==> config.mk <==
export PLATFORM = sky130hd
export DESIGN_NAME = sid_regbank
export DESIGN_NICKNAME = d
export VERILOG_FILES = /design/src/rtl/sid_pkg.sv /design/src/rtl/sid_mixer_seq.sv /design/src/rtl/sid_regbank.sv
export SDC_FILE = /design/constraint.sdc
export NUM_CORES = 1
export LEC_CHECK = 0
export ABC_AREA = 1
export ABC_CLOCK_PERIOD_IN_PS = 14600
export CAP_MARGIN = 20
export CORE_MARGIN = 1.5
export CORE_UTILIZATION = 50
export CTS_BUF_LIST = sky130_fd_sc_hd__clkbuf_8
export DETAILED_ROUTE_END_ITERATION = 10
export PLACE_DENSITY = 0.94
export SLEW_MARGIN = 20
export SYNTH_ARGS = -nofsm -noshare
export SYNTH_HDL_FRONTEND = slang
export SYNTH_SLANG_ARGS = --single-unit
==> constraint.sdc <==
create_clock -name clk -period 14.6 [get_ports clk]
set_input_delay 4.38 -clock clk [delete_from_list [all_inputs] [get_ports clk]]
set_output_delay 4.38 -clock clk [all_outputs]
set_load 0.02 [all_outputs]
==> src/rtl/sid_pkg.sv <==
// Shared register layout, bus offsets and mixer state encoding for the SID register bank.
// Pure declarations; no latency or backpressure.
package sid_pkg;

   localparam int VOICE_STRIDE = 7;
   localparam int MAX_VOICES   = 8;

   localparam int REG_FREQ_LO = 0;
   localparam int REG_FREQ_HI = 1;
   localparam int REG_PW_LO   = 2;
   localparam int REG_PW_HI   = 3;
   localparam int REG_CTRL    = 4;
   localparam int REG_AD      = 5;
   localparam int REG_SR      = 6;

   localparam int FILT_FC_LO     = 0;
   localparam int FILT_FC_HI     = 1;
   localparam int FILT_RES_ROUTE = 2;
   localparam int FILT_MODE_VOL  = 3;
   localparam int FILT_POTX      = 4;
   localparam int FILT_POTY      = 5;
   localparam int FILT_OSC       = 6;
   localparam int FILT_ENV       = 7;
   localparam int FILT_ROUTE_X   = 8;

   typedef struct packed {
      logic [15:0] freq;
      logic [11:0] pw;
      logic [7:0]  ctrl;
      logic [7:0]  ad;
      logic [7:0]  sr;
   } voice_regs_t;

   // route is sized for the largest build; only the low NUM_VOICES bits are ever exported
   typedef struct packed {
      logic [10:0]           fc;
      logic [3:0]            res;
      logic [MAX_VOICES-1:0] route;
      logic                  ext;
      logic [3:0]            mode;
      logic [3:0]            vol;
   } filter_regs_t;

   typedef enum logic [1:0] {
      MIX_IDLE = 2'd0,
      MIX_ACC  = 2'd1,
      MIX_DONE = 2'd2
   } mix_state_t;

endpackage

==> src/rtl/sid_mixer_seq.sv <==
// Time-multiplexed voice accumulator splitting voices into filtered and direct sums.
// Latency: mix_valid NUM_VOICES+1 cycles after clk_en; clk_en while busy is dropped and flagged.
module sid_mixer_seq
   import sid_pkg::*;
#(
   parameter int NUM_VOICES = 3,
   parameter int OFF_VOICE  = 2,
   localparam int SUM_W     = 12 + $clog2(NUM_VOICES + 1)
) (
   input  logic                    clk,
   input  logic                    reset,
   input  logic                    clk_en,
   input  logic [12*NUM_VOICES-1:0] voice_out,
   input  logic [NUM_VOICES-1:0]   route,
   input  logic                    off3,
   output logic [SUM_W-1:0]        mix_filt,
   output logic [SUM_W-1:0]        mix_direct,
   output logic                    mix_valid,
   output logic                    mix_overrun
);

   localparam int IDX_W = (NUM_VOICES > 1) ? $clog2(NUM_VOICES) : 1;
   localparam logic [IDX_W-1:0] IDX_LAST = IDX_W'(NUM_VOICES - 1);
   localparam bit OFF_EN = (OFF_VOICE < NUM_VOICES);

   mix_state_t       state;
   logic [IDX_W-1:0] idx;
   logic [SUM_W-1:0] acc_f;
   logic [SUM_W-1:0] acc_d;
   logic [11:0]      v_sel;
   logic             muted;

   always_comb begin
      v_sel = voice_out[32'(idx)*12 +: 12];
      muted = OFF_EN && off3 && (idx == IDX_W'(OFF_VOICE));
   end

   always_ff @(posedge clk or posedge reset) begin
      if (reset) begin
         state       <= MIX_IDLE;
         idx         <= '0;
         acc_f       <= '0;
         acc_d       <= '0;
         mix_filt    <= '0;
         mix_direct  <= '0;
         mix_valid   <= 1'b0;
         mix_overrun <= 1'b0;
      end else begin
         mix_valid   <= 1'b0;
         mix_overrun <= clk_en && (state != MIX_IDLE);
         case (state)
            MIX_IDLE: begin
               if (clk_en) begin
                  acc_f <= '0;
                  acc_d <= '0;
                  idx   <= '0;
                  state <= MIX_ACC;
               end
            end
            MIX_ACC: begin
               if (route[idx]) begin
                  acc_f <= acc_f + SUM_W'(v_sel);
               end else if (!muted) begin
                  acc_d <= acc_d + SUM_W'(v_sel);
               end
               if (idx == IDX_LAST) begin
                  idx   <= '0;
                  state <= MIX_DONE;
               end else begin
                  idx <= idx + 1'b1;
               end
            end
            MIX_DONE: begin
               mix_filt   <= acc_f;
               mix_direct <= acc_d;
               mix_valid  <= 1'b1;
               state      <= MIX_IDLE;
            end
            default: state <= MIX_IDLE;
         endcase
      end
   end

endmodule

==> src/rtl/sid_regbank.sv <==
// SID register bank: CPU decode, registered readback, bus-latch decay and voice mixer.
// Latency: writes land on the sampling edge, reads return one cycle later; no backpressure.
module sid_regbank
   import sid_pkg::*;
#(
   parameter int NUM_VOICES  = 3,
   parameter int ADDR_W      = 5,
   parameter int READ_VOICE  = 2,
   parameter int OFF_VOICE   = 2,
   parameter int DECAY_TICKS = 8192,
   localparam int SUM_W      = 12 + $clog2(NUM_VOICES + 1)
) (
   input  logic                     clk,
   input  logic                     reset,
   input  logic                     clk_en,
   input  logic [ADDR_W-1:0]        addr,
   input  logic [7:0]               data_in,
   output logic [7:0]               data_out,
   output logic                     data_oe,
   input  logic                     n_cs,
   input  logic                     rw,
   output logic [16*NUM_VOICES-1:0] v_freq,
   output logic [12*NUM_VOICES-1:0] v_pw,
   output logic [8*NUM_VOICES-1:0]  v_ctrl,
   output logic [8*NUM_VOICES-1:0]  v_ad,
   output logic [8*NUM_VOICES-1:0]  v_sr,
   output logic [10:0]              f_fc,
   output logic [3:0]               f_res,
   output logic [3:0]               f_mode,
   output logic [3:0]               f_vol,
   output logic [NUM_VOICES:0]      f_route,
   input  logic [12*NUM_VOICES-1:0] voice_out,
   input  logic [8*NUM_VOICES-1:0]  osc_in,
   input  logic [8*NUM_VOICES-1:0]  env_in,
   input  logic [7:0]               pot_x,
   input  logic [7:0]               pot_y,
   output logic [SUM_W-1:0]         mix_filt,
   output logic [SUM_W-1:0]         mix_direct,
   output logic                     mix_valid,
   output logic                     mix_overrun
);

   localparam int FILT_BASE = VOICE_STRIDE * NUM_VOICES;
   localparam int DCNT_W    = $clog2(DECAY_TICKS + 1);
   localparam logic [DCNT_W-1:0] DECAY_TERM = DCNT_W'(DECAY_TICKS);
   localparam logic [DCNT_W-1:0] DECAY_LAST = DCNT_W'(DECAY_TICKS - 1);

   voice_regs_t       vregs [NUM_VOICES];
   filter_regs_t      fregs;
   logic [7:0]        bus_latch;
   logic [DCNT_W-1:0] decay_cnt;
   logic [7:0]        rd_dat;
   logic              acc_vld;
   logic              wr_vld;
   logic              rd_vld;
   int                a;

   always_comb begin
      acc_vld = !n_cs;
      wr_vld  = acc_vld && !rw;
      rd_vld  = acc_vld && rw;
      a       = 32'(addr);
   end

   // Only the four live inputs read back; everything else returns the decaying bus latch
   always_comb begin
      rd_dat = bus_latch;
      if (a == FILT_BASE + FILT_POTX) rd_dat = pot_x;
      if (a == FILT_BASE + FILT_POTY) rd_dat = pot_y;
      if (a == FILT_BASE + FILT_OSC)  rd_dat = osc_in[READ_VOICE*8 +: 8];
      if (a == FILT_BASE + FILT_ENV)  rd_dat = env_in[READ_VOICE*8 +: 8];
   end

   always_ff @(posedge clk or posedge reset) begin
      if (reset) begin
         for (int i = 0; i < NUM_VOICES; i++) vregs[i] <= '0;
         fregs <= '0;
      end else if (wr_vld) begin
         for (int i = 0; i < NUM_VOICES; i++) begin
            if (a == VOICE_STRIDE*i + REG_FREQ_LO) vregs[i].freq[7:0]  <= data_in;
            if (a == VOICE_STRIDE*i + REG_FREQ_HI) vregs[i].freq[15:8] <= data_in;
            if (a == VOICE_STRIDE*i + REG_PW_LO)   vregs[i].pw[7:0]    <= data_in;
            if (a == VOICE_STRIDE*i + REG_PW_HI)   vregs[i].pw[11:8]   <= data_in[3:0];
            if (a == VOICE_STRIDE*i + REG_CTRL)    vregs[i].ctrl       <= data_in;
            if (a == VOICE_STRIDE*i + REG_AD)      vregs[i].ad         <= data_in;
            if (a == VOICE_STRIDE*i + REG_SR)      vregs[i].sr         <= data_in;
         end
         if (a == FILT_BASE + FILT_FC_LO) fregs.fc[2:0]  <= data_in[2:0];
         if (a == FILT_BASE + FILT_FC_HI) fregs.fc[10:3] <= data_in;
         if (a == FILT_BASE + FILT_RES_ROUTE) begin
            fregs.res        <= data_in[7:4];
            fregs.route[2:0] <= data_in[3:1];
            fregs.ext        <= data_in[0];
         end
         if (a == FILT_BASE + FILT_MODE_VOL) begin
            fregs.mode <= data_in[7:4];
            fregs.vol  <= data_in[3:0];
         end
         if (NUM_VOICES > 3 && a == FILT_BASE + FILT_ROUTE_X)
            fregs.route[MAX_VOICES-1:3] <= data_in[MAX_VOICES-4:0];
      end
   end

   // A write or read in the same cycle as the terminal tick restarts the count and keeps the latch
   always_ff @(posedge clk or posedge reset) begin
      if (reset) begin
         data_out  <= '0;
         data_oe   <= 1'b0;
         bus_latch <= '0;
         decay_cnt <= '0;
      end else begin
         data_oe <= rd_vld;
         if (rd_vld) begin
            data_out  <= rd_dat;
            bus_latch <= rd_dat;
         end
         if (wr_vld) bus_latch <= data_in;
         if (acc_vld) begin
            decay_cnt <= '0;
         end else if (clk_en && decay_cnt != DECAY_TERM) begin
            decay_cnt <= decay_cnt + 1'b1;
            if (decay_cnt == DECAY_LAST) bus_latch <= '0;
         end
      end
   end

   for (genvar i = 0; i < NUM_VOICES; i++) begin : g_vout
      assign v_freq[i*16 +: 16] = vregs[i].freq;
      assign v_pw[i*12 +: 12]   = vregs[i].pw;
      assign v_ctrl[i*8 +: 8]   = vregs[i].ctrl;
      assign v_ad[i*8 +: 8]     = vregs[i].ad;
      assign v_sr[i*8 +: 8]     = vregs[i].sr;
   end

   assign f_fc    = fregs.fc;
   assign f_res   = fregs.res;
   assign f_mode  = fregs.mode;
   assign f_vol   = fregs.vol;
   assign f_route = {fregs.ext, fregs.route[NUM_VOICES-1:0]};

   sid_mixer_seq #(
      .NUM_VOICES (NUM_VOICES),
      .OFF_VOICE  (OFF_VOICE)
   ) u_mixer (
      .clk         (clk),
      .reset       (reset),
      .clk_en      (clk_en),
      .voice_out   (voice_out),
      .route       (fregs.route[NUM_VOICES-1:0]),
      .off3        (fregs.mode[3]),
      .mix_filt    (mix_filt),
      .mix_direct  (mix_direct),
      .mix_valid   (mix_valid),
      .mix_overrun (mix_overrun)
   );

endmodule

==> impl_metrics.csv <==
group,metric,value,unit
placement,hpwlAfterDp,27.1,mm
sta,setup_viol,0,
floorplanning,fp-row-count,57,
grt,grt_start_max_net_pins,138,
floorplanning,fp.dieW,160,um
logic_synthesis,netlist_area,0.0124,sq mm
floorplanning,initial_core_util,50.9,%
worst_setup_path,cp_cell_sequence,"clkdlybuf4s50_1 > nor2_8 > inv_2 > nor2_2 > nand2_1 > nand2_1 > o21ai_0",
clock_network,cts_tree,"done",
worst_setup_path,cp_slowest_cell,"clkdlybuf4s50_1",
logic_synthesis,syn-instance-count,1454,
sta,rsz0062_at_grt,"false",
finish,multi_input_area,0.00482,sq mm
power_and_ir_drop,clkPwrFrac,22.3,%
worst_setup_path,end_kind,"register",
sta,max_freq,0.142,GHz
power_and_ir_drop,pwr_density_cell,163,mW/mm^2
power_and_ir_drop,switching_share,39.2,%
grt,antenna_found_initial,0,
logic_synthesis,async_reset_ff_share,100,%
sta,relSlewSlack,22.9,%
logic_synthesis,synth_edf_count,0,
sta,period_needed,7.05,ns
worst_setup_path,cp.buffers_inverters,2,
clock_network,cts_buffer_depth,3,
power_and_ir_drop,power.switching,1.05,mW
power_and_ir_drop,internal-power,1.62,mW
worst_setup_path,cp-start-kind,"input pin",
drt,vias_per_cell,5.52,
finish,nets,1899,
drt,first_iter_violations,779,
min_path,worstHoldPathType,"register to register",
sta,fin_skew,0.0287,ns
logic_synthesis,yosysTopAreaCell,"dfrtp_1",
sta,slew_violations,0,
sta,fin_crit_sh,48.3,%
clock_network,postCtsSetupBuffers,0,
logic_synthesis,synth.most_common_cell,"nand2_1",
finish,regArea,0.00691,sq mm
power_and_ir_drop,p_leak,7.73,nW
clock_network,cts.sinks,276,
worst_setup_path,cp.arrival,7.40,ns
finish,diodes,0,
logic_synthesis,synth.avg_cell_area,8.50,sq um
flow_run,maxCapViolations,0,
logic_synthesis,ys.flop_type,"dfrtp_1",
power_and_ir_drop,power_frac_comb,40.3,%
logic_synthesis,synth_commonest_cells,"nand2_1, dfrtp_1, o21ai_0",
drt,num_vias,11600,
drt,ant_nets,0,
power_and_ir_drop,p_seq_share,37.5,%
worst_setup_path,cp_max_fo,25,
logic_synthesis,ys_seq_area_share,55.9,%
logic_synthesis,yosys-top-cells-area,"dfrtp_1, nand2_1, o21ai_0, inv_1, nand3_1",
sta,hold_viol,0,
status,outcome,"finished clean",
drt,drc,0,
clock_network,clk_latency,0.56,ns
power_and_ir_drop,power.total,2.67,mW
logic_synthesis,synthesis.nets,1600,
floorplanning,io_pins,340,
grt,grt_pass1_wl,61.5,mm
finish,drive_gt1_share,4.62,%
clock_network,cts.htree.levels,2,
worst_setup_path,path_delay_family,"simple AND/OR/NAND/NOR gates",
power_and_ir_drop,ir_worst_vdd,123,uV
drt,firstDrtPassIters,7,
clock_network,cts-root-buf,"clkbuf_8",
worst_setup_path,critPathMostFrequentCell,"nand2_1",
placement,dpl.cell_count,2031,
floorplanning,fp.dieH,160,um
clock_network,clkTransAtPathRegs,0.06,ns
grt,overflow,0,
drt,post_drt_wl_per_cell,18.8,um
logic_synthesis,synthDominantCellAreaShare,55.9,%
sta,tightest_slew,1.16,ns
floorplanning,die_area,0.0257,sq mm
floorplanning,coreArea,0.0242,sq mm
worst_setup_path,crit_type,"input pin to register",
drt,routed_wl,39.5,mm
logic_synthesis,ys_warn_count,0,
sta,holdWs,0.468,ns
clock_network,cts_made_buffers,44,
worst_setup_path,crit_required,14.95,ns
grt,gr-usage-all-layers,30.5,%
grt,grt_pass1_vias,11800,
clock_network,hold_buffers,0,
worst_setup_path,max_stage_delay,0.98,ns
clock_network,cts_resized,0,
finish,fillers,1774,
sta,setup_tns,0,ns
logic_synthesis,ys_types,35,
placement,portBuffers,307,
finish,instances_no_fill,2098,
logic_synthesis,ys_ff_latch,276,
placement,gp_congestion,0.920,
finish,area_growth,32.5,%
## worst min-delay path, stage by stage, from the launching register on
cell and delay [ns]:
dfrtp_1 0.34, nand2_1 0.05, nand2_1 0.05
## layout make-up
class	instances	share of cell area, %
timing repair buffer	312	19.0
tap	324	2.48
clock buffer	47	3.95
multi-input combinational	1017	29.4
clock inverter	20	0.573
sequential	276	42.2
inverter	102	2.38
## final timing paths
| path | endpoint | slack [ns] | depth (start not counted) | start |
|---|---|---|---|---|
| min | u_mixer.mix_filt[8]$_DFFE_PP0P_ | 0.47 | 2 | u_mixer.mix_filt[8]$_DFFE_PP0P_ |
| max reg2reg | u_mixer.acc_d[12]$_DFFE_PP0P_ | 11.47 | 16 | u_mixer.idx[0]$_DFFE_PP0P_ |
| max | v_freq[16]$_DFFE_PP0P_ | 7.55 | 7 | n_cs |
| min in group asynchronous | data_oe$_DFF_PP0_ | 4.39 | 2 | reset |
| min reg2reg | u_mixer.mix_filt[8]$_DFFE_PP0P_ | 0.47 | 2 | u_mixer.mix_filt[8]$_DFFE_PP0P_ |
| max in group asynchronous | v_ctrl[4]$_DFFE_PP0P_ | 8.64 | 3 | reset |
## logic make-up after synthesis
family / count (synthesis) / synth area share, %
AOI/OAI and AO/OA: 310 / 13.2
buffers and inverters: 161 / 5.11
xor gates and xnor gates: 10 / 0.709
DFF: 276 / 55.9
and+or+nand+nor: 669 / 22.1
adders and majority gates: 28 / 2.96
## metrics by stage
stage	setup slack [ns]	instance area [sq um]	utilization, %
6_report	7.55	16400	67.5
5_1_grt	7.47	16400	67.5
4_1_cts	7.68	16400	67.5
3_5_place_dp	7.27	15600	64.4
3_3_place_gp	7.39	15600	64.4
2_1_floorplan	2.61	12400	-
## state kept, by name, summed over array words and instances, names as in the netlist, 2 cells and up
signal / flops
f_res: 4
bus_latch: 8
u_mixer.mix_filt: 14
u_mixer.acc_d: 14
f_fc: 11
u_mixer.idx: 2
v_freq: 48
f_mode: 4
f_vol: 4
v_ad: 24
f_route: 4
data_out: 8
u_mixer.mix_direct: 14
decay_cnt: 14
u_mixer.acc_f: 14
v_pw: 36
u_mixer.state: 2
v_ctrl: 24
v_sr: 24
## cells in the final DEF, fill, tap and decap left out, types with 4 or more instances in the layout
cell             count
nand4_1             11
a22oi_1             15
o22ai_1             15
nor3_1               8
clkdlybuf4s50_1    307
ha_1                26
nand2_1            468
clkbuf_8            47
xor2_1               4
nor2_2               4
or2_2                9
xnor2_1              6
nor2_1              90
o21ai_0            232
a21oi_1             34
buf_4                5
inv_1              112
dfrtp_1            276
nand3_1             70
## power by group through the flow
stage / Sequential [mW] / Combinational, mW / Clock, mW
after global routing: 1.01 / 1.18 / 0.630
after global placement: 0.996 / 1.03 / 0
final: 0.999 / 1.07 / 0.594
after CTS: 0.996 / 1.07 / 0.602
after floorplan: 1.11 / 0.532 / 0
after detailed placement: 1.01 / 1.06 / 0
## layer usage
metal	routed length (um)	global-route usage (%)	part of all wire [%]	vias up
met2	18900	51.2	48	549
li1	-	-	-	5339
met1	14800	35.9	38	5576
met5	0	0	0	-
met4	1370	12.0	3.5	0
met3	4350	10.6	11	112
Power figures use the tool's default switching activity.
